[config.mk]
export PLATFORM = sky130hd
export DESIGN_NAME = seq_restoring_divider
export DESIGN_NICKNAME = d
export VERILOG_FILES = /design/src/rtl/div_pkg.sv /design/src/rtl/div_step.sv /design/src/rtl/seq_restoring_divider.sv
export SDC_FILE = /design/constraint.sdc
export NUM_CORES = 1
export LEC_CHECK = 0
export BUFFER_PORTS_ARGS = -buffer_cell sky130_fd_sc_hd__buf_4
export CAP_MARGIN = 25
export CORE_UTILIZATION = 50
export CTS_BUF_LIST = sky130_fd_sc_hd__clkbuf_2 sky130_fd_sc_hd__clkbuf_4 sky130_fd_sc_hd__clkbuf_8
export CTS_CLUSTER_SIZE = 20
export DETAILED_ROUTE_END_ITERATION = 6
export PLACE_DENSITY = 0.74
export SYNTH_ARGS = -nofsm -noshare
export SYNTH_HDL_FRONTEND = slang
export SYNTH_HIERARCHICAL = 1
export SYNTH_SLANG_ARGS = --single-unit
[constraint.sdc]
create_clock -name clk -period 3.64 [get_ports clk]
set_clock_uncertainty 0.15 [all_clocks]
set_input_delay 0.728 -clock clk [delete_from_list [all_inputs] [get_ports clk]]
set_output_delay 0.728 -clock clk [all_outputs]
set_load 0.005 [all_outputs]
[src/rtl/div_pkg.sv]
// Shared types and defaults for the sequential restoring divider.
package div_pkg;

  localparam int unsigned DefaultW = 16;

  typedef enum logic [1:0] {
    StIdle,
    StRun,
    StDone
  } state_e;

  function automatic int unsigned cnt_width(input int unsigned w);
    return (w > 1) ? $clog2(w) : 1;
  endfunction

endpackage

[src/rtl/div_step.sv]
// One restoring-division step: shift in the next dividend bit, try to subtract the divisor.
module div_step #(
  parameter int unsigned W = div_pkg::DefaultW
) (
  input  logic [W-1:0] rem_i,
  input  logic         q_msb_i,
  input  logic [W-1:0] divisor_i,
  output logic [W-1:0] rem_o,
  output logic         q_bit_o
);

  // The shifted partial remainder needs W+1 bits; the result always fits W since rem < divisor.
  logic [W:0] shifted;

  always_comb begin
    shifted = {rem_i, q_msb_i};
    q_bit_o = (shifted >= {1'b0, divisor_i});
    rem_o   = q_bit_o ? (shifted[W-1:0] - divisor_i) : shifted[W-1:0];
  end

endmodule

[src/rtl/seq_restoring_divider.sv]
// Sequential unsigned 2W/W restoring divider, one quotient bit per clock, valid/ready on both sides.
module seq_restoring_divider
  import div_pkg::*;
#(
  parameter int unsigned W = DefaultW
) (
  input  logic           clk,
  input  logic           rst,
  input  logic           in_valid,
  output logic           in_ready,
  input  logic [2*W-1:0] dividend,
  input  logic [W-1:0]   divisor,
  output logic           out_valid,
  input  logic           out_ready,
  output logic [W-1:0]   quotient,
  output logic [W-1:0]   remainder,
  output logic           div_zero,
  output logic           overflow
);

  localparam int unsigned CntW = cnt_width(W);

  state_e          state_q, state_d;
  logic [W-1:0]    rem_q, rem_d;
  logic [W-1:0]    q_q, q_d;
  logic [W-1:0]    divisor_q, divisor_d;
  logic [CntW-1:0] cnt_q, cnt_d;
  logic            div_zero_q, div_zero_d;
  logic            overflow_q, overflow_d;

  logic [W-1:0]    step_rem;
  logic            step_q_bit;

  div_step #(
    .W (W)
  ) u_div_step (
    .rem_i     (rem_q),
    .q_msb_i   (q_q[W-1]),
    .divisor_i (divisor_q),
    .rem_o     (step_rem),
    .q_bit_o   (step_q_bit)
  );

  always_comb begin
    state_d    = state_q;
    rem_d      = rem_q;
    q_d        = q_q;
    divisor_d  = divisor_q;
    cnt_d      = cnt_q;
    div_zero_d = div_zero_q;
    overflow_d = overflow_q;

    unique case (state_q)
      StIdle: begin
        if (in_valid) begin
          divisor_d = divisor;
          if (divisor == '0) begin
            state_d    = StDone;
            q_d        = '1;
            rem_d      = dividend[W-1:0];
            div_zero_d = 1'b1;
          end else if (dividend[2*W-1:W] >= divisor) begin
            state_d    = StDone;
            q_d        = '1;
            rem_d      = dividend[W-1:0];
            overflow_d = 1'b1;
          end else begin
            state_d = StRun;
            rem_d   = dividend[2*W-1:W];
            q_d     = dividend[W-1:0];
            cnt_d   = CntW'(W - 1);
          end
        end
      end
      StRun: begin
        // q doubles as the dividend low-half shift register; quotient bits enter at the LSB.
        rem_d = step_rem;
        q_d   = {q_q[W-2:0], step_q_bit};
        if (cnt_q == '0) begin
          state_d = StDone;
        end else begin
          cnt_d = cnt_q - 1'b1;
        end
      end
      StDone: begin
        if (out_ready) begin
          state_d    = StIdle;
          div_zero_d = 1'b0;
          overflow_d = 1'b0;
        end
      end
      default: state_d = StIdle;
    endcase
  end

  always_ff @(posedge clk or posedge rst) begin
    if (rst) begin
      state_q    <= StIdle;
      rem_q      <= '0;
      q_q        <= '0;
      divisor_q  <= '0;
      cnt_q      <= '0;
      div_zero_q <= 1'b0;
      overflow_q <= 1'b0;
    end else begin
      state_q    <= state_d;
      rem_q      <= rem_d;
      q_q        <= q_d;
      divisor_q  <= divisor_d;
      cnt_q      <= cnt_d;
      div_zero_q <= div_zero_d;
      overflow_q <= overflow_d;
    end
  end

  assign in_ready  = (state_q == StIdle);
  assign out_valid = (state_q == StDone);
  assign quotient  = q_q;
  assign remainder = rem_q;
  assign div_zero  = div_zero_q;
  assign overflow  = overflow_q;

endmodule
==> metrics.md, run 1 <==
| Metric | Value |
|---|---|
| CP startpoint | `remainder[7]` |
| Crit path kind | `reg -> reg` |
| Initial Util | `52.5%` |
| Vias in the first global route | `3961` |
| Startpoint Class | `flip-flop` |
| CTS root buf | `clkbuf_8` |
| Post-route ant nets | `0` |
| Critical-path cell list | `ha_1 -> a21oi_2 -> o21ai_2 -> a221o_1 -> a221oi_4 -> and2_4 -> inv_6 -> mux2_4 -> o22ai_1 -> a31oi_1` |
| R2R depth | `10` |
| DR iter-0 viols | `486` |
| Most common cell after layout, fill and taps aside | `buf_4` |
| Detailed-route wire length per cell | `19.3 um` |
| Post-synthesis sequential area ratio | `32.0%` |
| WP data required | `3.69 ns` |
| Diode count | `0` |
| TritonCTS clock tree | `built` |
| DIE AREA | `0.00914 sq mm` |
| Synth Area per Inst | `8.51 sq um` |
| Core Region | `0.00834 sq mm` |
| Aggregate routed wire length | `13400 um` |
| Post-DP HPWL | `10100 um` |
| Cell area after synthesis | `0.00438 sq mm` |
| Largest net degree at the start of global routing | `34` |
| Number of post-CTS setup repair buffers | `0` |
| Post_cts resized | `0` |
| RePlAce Congestion | `0.937` |
| Crit. End Element | `flip-flop` |
| Worst-Skew Late Latency | `0.33 ns` |
| DR pass1 iterations | `5` |
| Worst slew pin tran | `0.903 ns` |
| PwrDens | `1010 mW/mm^2` |
| Post-synthesis net count | `601` |
| Synth warnings | `6` |
| Leak | `0.00248 uW` |
| Total Power | `5310 uW` |
| Post-DR vias/cell | `6.41` |
| Max Cap Viol | `0` |
| Fin. Hold Viols | `0` |
| Post-Route Setup TNS | `0 ns` |
| # H-tree levels | `2` |
| Worst-path clk slew | `0.11 ns` |
| Share of layout cells above drive strength 1 | `22.5%` |
| Worst vdd ir | `513 uV` |
| PortBufs | `87` |
| Global route overflow | `0` |
| Critical R2R Launch | `remainder[7]` |
| Clock sink count | `56` |
| Mapped Cells | `515` |
| Final period util | `91.1%` |
| Cell variety after synth | `58` |
| F_max | `302 MHz` |
| Die Span Y | `95.6 um` |
| R2r setup slk | `0.32 ns` |
| Period minus WS final | `3.32 ns` |
| Critical-path top delay cell | `a221oi_4` |
| Relative slew slack | `39.5%` |
| Worst reg2reg endpoint | `remainder[6]` |
| Crit path arrival time | `3.37 ns` |
| Worst Hold Class | `in -> async` |
| Yosys reg bits | `56` |
| RSZ-0062 raised after global routing | `false` |
| Cell area after layout | `0.00524 sq mm` |
| Initial antenna violation count | `0` |
| Post-synth EDFFs | `0` |
| Hold slack | `0.298 ns` |
| Number of max-slew violations in the final report | `0` |
| All-Layer GR Usage | `30.1%` |
| Commonest cells after routing, fill and taps aside | `100 x buf_4, 56 x dfrtp_1, 41 x inv_1` |
| Cell Area, Placed | `0.00512 sq mm` |
| Final core utilization | `62.8%` |
| Vias | `4436` |
| FFs w/ async S/R, synth | `100%` |
| Layout Nets | `672` |
| Global-route wire length before repair | `20700 um` |
| Die X | `95.6 um` |
| TritonCTS Buffers | `5` |
| Residual DRC | `0` |
| Post-CTS Hold Buffers | `0` |
| Status | `completed` |
| Ys flop type | `dfrtp_1` |
| Clock buffer depth | `2` |
| Number of setup violations in the final report | `0` |
| Area grow syn2layout | `19.5%` |
| Worst Path Max Fanout | `10` |
| Number of core rows | `33` |
| CP peak stage delay | `0.48 ns` |
| Io pins | `88` |
[where the power goes]
part,switching [uW],internal (uW),leakage [uW]
clock,218,212,0.0000586
sequential,346,931,0.000675
combinational,1910,1700,0.00174
[cell usage after synthesis, drive strengths merged, types with 5 or more instances]
cell,count,area share (%)
o21ai,45,5.2
a211o,5,1.0
clkbuf,27,2.3
xnor2,5,1.0
nor2,20,1.7
nand3,9,1.0
a31oi,21,3.0
o22ai,16,2.3
nand4,22,3.1
nor4,20,3.0
a21oi,29,3.5
a21o,10,1.7
o21a,5,0.86
mux2,9,2.9
ha,33,9.4
o31ai,22,3.8
buf,9,1.3
inv,43,3.8
a22oi,16,2.7
nor2b,6,0.86
dfrtp,56,32
nand2,29,2.5
[routing by layer]
layer / vias up / GRT usage (%) / share of wire [%]
met1: 2128 / 42.2 / 44
li1: 2097 / - / -
met3: 29 / 3.75 / 6.6
met5: - / 0 / 0
met2: 182 / 46.9 / 46
met4: 0 / 12.2 / 3.3
[critical path, delay by kind of cell, from the launching register on]
family                     cells  cell delay, ns
AOI/OAI and AO/OA              6            1.49
DFF                            1            0.45
adders and majority gates      1            0.42
muxes                          1            0.31
and+or+nand+nor                1            0.29
buffers and inverters          1            0.09
[worst max path at each step]
stage	end	slack, ns	cells past startpoint
2_1_floorplan	remainder[5]	0.71	11
3_3_place_gp	remainder[6]	0.40	10
3_5_place_dp	remainder[6]	0.38	10
4_1_cts	remainder[6]	0.37	10
5_1_grt	remainder[6]	0.15	10
6_report	remainder[6]	0.32	10
[final cells by class]
type,instances,area (sq um)
clock buffers,6,76.3
clock inverters,2,35.0
fillers,738,3100
inverters,44,170
multi-input cells,379,2670
flip-flops and latches,56,1400
well taps,105,131
repair buffers,100,751
[metrics by stage]
| stage | setup slack (ns) | instances |
|---|---|---|
| after floorplan | 0.706 | 515 |
| after global placement | 0.400 | 684 |
| after detailed placement | 0.380 | 684 |
| after CTS | 0.365 | 692 |
| after global routing | 0.151 | 692 |
| final | 0.325 | 692 |
[sequential cells by signal (all words and copies together) (netlist names)]
name       count
cnt_q          4
div_zero       1
divisor_q     16
overflow       1
quotient      16
remainder     16
state_q        2
[logic make-up after synthesis]
| logic type | share of synthesized area, % |
|---|---|
| XOR/XNOR | 1.80 |
| buffers and inverters | 7.45 |
| flip-flops | 32.0 |
| multiplexers | 3.14 |
| AO/OA/AOI/OAI | 29.9 |
| AND/OR/NAND/NOR | 15.8 |
| adder cells (fa/ha/maj) | 9.88 |
(Power assumes the default switching activity.)
==> inputs of run 2 (changes only) <==
==> constraint.sdc (replaced) <==
create_clock -name clk -period 3.9 [get_ports clk]
set_clock_uncertainty 0.15 [all_clocks]
set_input_delay 0.78 -clock clk [delete_from_list [all_inputs] [get_ports clk]]
set_output_delay 0.78 -clock clk [all_outputs]
set_load 0.005 [all_outputs]
==> run 2 against run 1 <==
Fmax shrank 0.85%. Flip-flop and latch count stayed put. Clock-buffer cell count did not move. Setup slack improved by 0.23 ns. Power fell by 7.2%. Combinational power down 6.1%. Core utilization shrank 0.12 points. Register-to-register slack better by 0.23 ns. Largest cell class unchanged. Highest routed layer unchanged.
==> metrics.md, run 2 (same netlist as run 1, synthesis figures left out) <==
| Metric | Value |
|---|---|
| Status | `completed` |
| Worst-Skew Late Latency | `0.32 ns (about the same)` |
| Area grow syn2layout | `19.3%` |
| Final core utilization | `62.7% (-0.12 points)` |
| DIE AREA | `0.00914 sq mm (unchanged)` |
| Worst Path Max Fanout | `10 (unchanged)` |
| Crit. End Element | `flip-flop` |
| Post-DP HPWL | `10200 um (+0.71%)` |
| Post-route ant nets | `0 (unchanged)` |
| GRT Max-Usage Layer | `met2` |
| # H-tree levels | `2 (unchanged)` |
| Residual DRC | `0 (unchanged)` |
| Post-DR vias/cell | `6.36 (-0.80%)` |
| Diode count | `0 (unchanged)` |
| Area of the multi-input gates | `0.00267 sq mm (unchanged)` |
| Post-Route Setup TNS | `0 ns (unchanged)` |
| Max Cap Viol | `0 (unchanged)` |
| RSZ-0062 raised after global routing | `false` |
| Critical-path top delay cell | `o211ai_1` |
| Aggregate routed wire length | `13300 um (-0.52%)` |
| Initial antenna violation count | `0 (unchanged)` |
| PortBufs | `87 (unchanged)` |
| R2r setup slk | `0.56 ns (+0.23 ns)` |
| F_max | `299 MHz (-0.85%)` |
| Die X | `95.6 um (unchanged)` |
| Crit path arrival time | `3.37 ns (about the same)` |
| Non-filler instance count after layout | `690 (-0.29%)` |
| Vias in the first global route | `4161 (+5.0%)` |
| Post_cts resized | `0 (unchanged)` |
| Clock sink count | `56 (unchanged)` |
| Leak | `0.00247 uW (-0.27%)` |
| Detailed-route wire length per cell | `19.3 um (-0.24%)` |
| Register area | `0.00140 sq mm (unchanged)` |
| TritonCTS Buffers | `5 (unchanged)` |
| Initial Util | `52.5% (unchanged)` |
| Met2 usage | `48.0% (+1.1 points)` |
| GR Util met3 | `7.66% (+3.9 points)` |
| DR pass1 iterations | `5 (unchanged)` |
| Die Span Y | `95.6 um (unchanged)` |
| All-Layer GR Usage | `30.8% (+0.65 points)` |
| CP peak stage delay | `0.57 ns (+0.09 ns)` |
| Commonest cells after routing, fill and taps aside | `97 x buf_4, 56 x dfrtp_1, 41 x inv_1` |
| Startpoint Class | `flip-flop` |
| Global-route wire length before repair | `21300 um (+2.9%)` |
| Final period util | `85.7% (-5.3 points)` |
| Dpl ws | `0.526 ns (+0.146 ns)` |
| Post-CTS Hold Buffers | `0 (unchanged)` |
| Worst slew pin tran | `1.13 ns (+0.232 ns)` |
| DR iter-0 viols | `317 (-35%)` |
| Worst vdd ir | `419 uV (-18%)` |
| Worst-path clk slew | `0.10 ns (about the same)` |
| WP data required | `3.93 ns (+0.24 ns)` |
| Number of setup violations in the final report | `0 (unchanged)` |
| TritonCTS clock tree | `built` |
| Critical-path cell list | `ha_1 -> a21o_1 -> a21o_1 -> o211a_1 -> o211ai_1 -> and2_4 -> inv_6 -> mux2_4 -> o22ai_1 -> a31oi_1` |
| RePlAce Congestion | `0.913 (-2.6%)` |
| Clock buffer depth | `2 (unchanged)` |
| Placed Instances | `681 (-0.44%)` |
| Fillers | `769 (+4.2%)` |
| Hold slack | `0.334 ns (+0.0362 ns)` |
| Core Region | `0.00834 sq mm (unchanged)` |
| Number of core rows | `33 (unchanged)` |
| Top delay family on crit path | `compound AO/OA/AOI/OAI gates` |
| PwrDens | `942 mW/mm^2 (-7.1%)` |
| Slack of the critical path | `0.556 ns (+0.231 ns)` |
| Most common cell after layout, fill and taps aside | `buf_4` |
| Crit path kind | `reg -> reg` |
| Number of max-slew violations in the final report | `0 (unchanged)` |
| CP bufs+invs | `1 (unchanged)` |
| Grt met1 use | `41.6% (-0.66 points)` |
| Largest net degree at the start of global routing | `40 (+18%)` |
| Period minus WS final | `3.34 ns (+0.0286 ns)` |
| Io pins | `88 (unchanged)` |
| Worst Hold Class | `reg -> reg` |
| Vias | `4388 (-1.1%)` |
| Number of post-CTS setup repair buffers | `0 (unchanged)` |
| Global route overflow | `0 (unchanged)` |
| Relative slew slack | `24.1% (-15 points)` |
| Share of layout cells above drive strength 1 | `22.2% (-0.27 points)` |
| CTS root buf | `clkbuf_8` |
| Most used cell, CP | `a21o_1` |
| Fin. Hold Viols | `0 (unchanged)` |
| Layout Nets | `670 (-0.30%)` |
-- run 2: worst reg2reg max path, cell delays in order (launching register included) --
cell,delay (ns)
dfrtp_1,0.48
ha_1,0.40
a21o_1,0.20
a21o_1,0.19
o211a_1,0.27
o211ai_1,0.57
and2_4,0.35
inv_6,0.09
mux2_4,0.31
o22ai_1,0.12
a31oi_1,0.09
-- run 2: path summary, 6_finish.rpt --
check,startpoint,endpoint,cells after the start
max in group asynchronous,rst,divisor_q[4],3
worst max register to register,remainder[2],remainder[5],10
worst min register to register,divisor_q[11],divisor_q[11],2
worst max-delay path,remainder[2],remainder[5],10
min in group asynchronous,rst,cnt_q[3],2
worst min-delay path,divisor_q[11],divisor_q[11],2
-- run 2: area by class of cell --
cell class                 instances  share of cell area [%]
clock buffer                       6                    1.58
clock inverter                     2                   0.263
inverter                          44                    3.26
multi-input combinational        379                    51.1
sequential                        56                    26.8
tap                              105                    2.51
timing repair buffer              98                    14.5
-- run 2: routing by layer --
metal	vias to the layer above	wire length (um)
met5	-	0
met4	0	297
met3	26	945
met2	181	6120
met1	2080	5940
li1	2101	-
-- run 2: power breakdown --
| group | switching (uW) | total, uW | internal [uW] |
|---|---|---|---|
| registers | 324 | 1190 | 869 |
| logic | 1790 | 3380 | 1600 |
| clock network | 202 | 348 | 146 |
| total | 2310 | 4920 | 2610 |
-- run 2: per-stage QoR --
step	instance area (sq um)	total power (uW)
2_1_floorplan	4380	3550
5_1_grt	5230	5340
3_3_place_gp	5100	4430
3_5_place_dp	5100	4490
6_report	5230	4920
4_1_cts	5200	4860
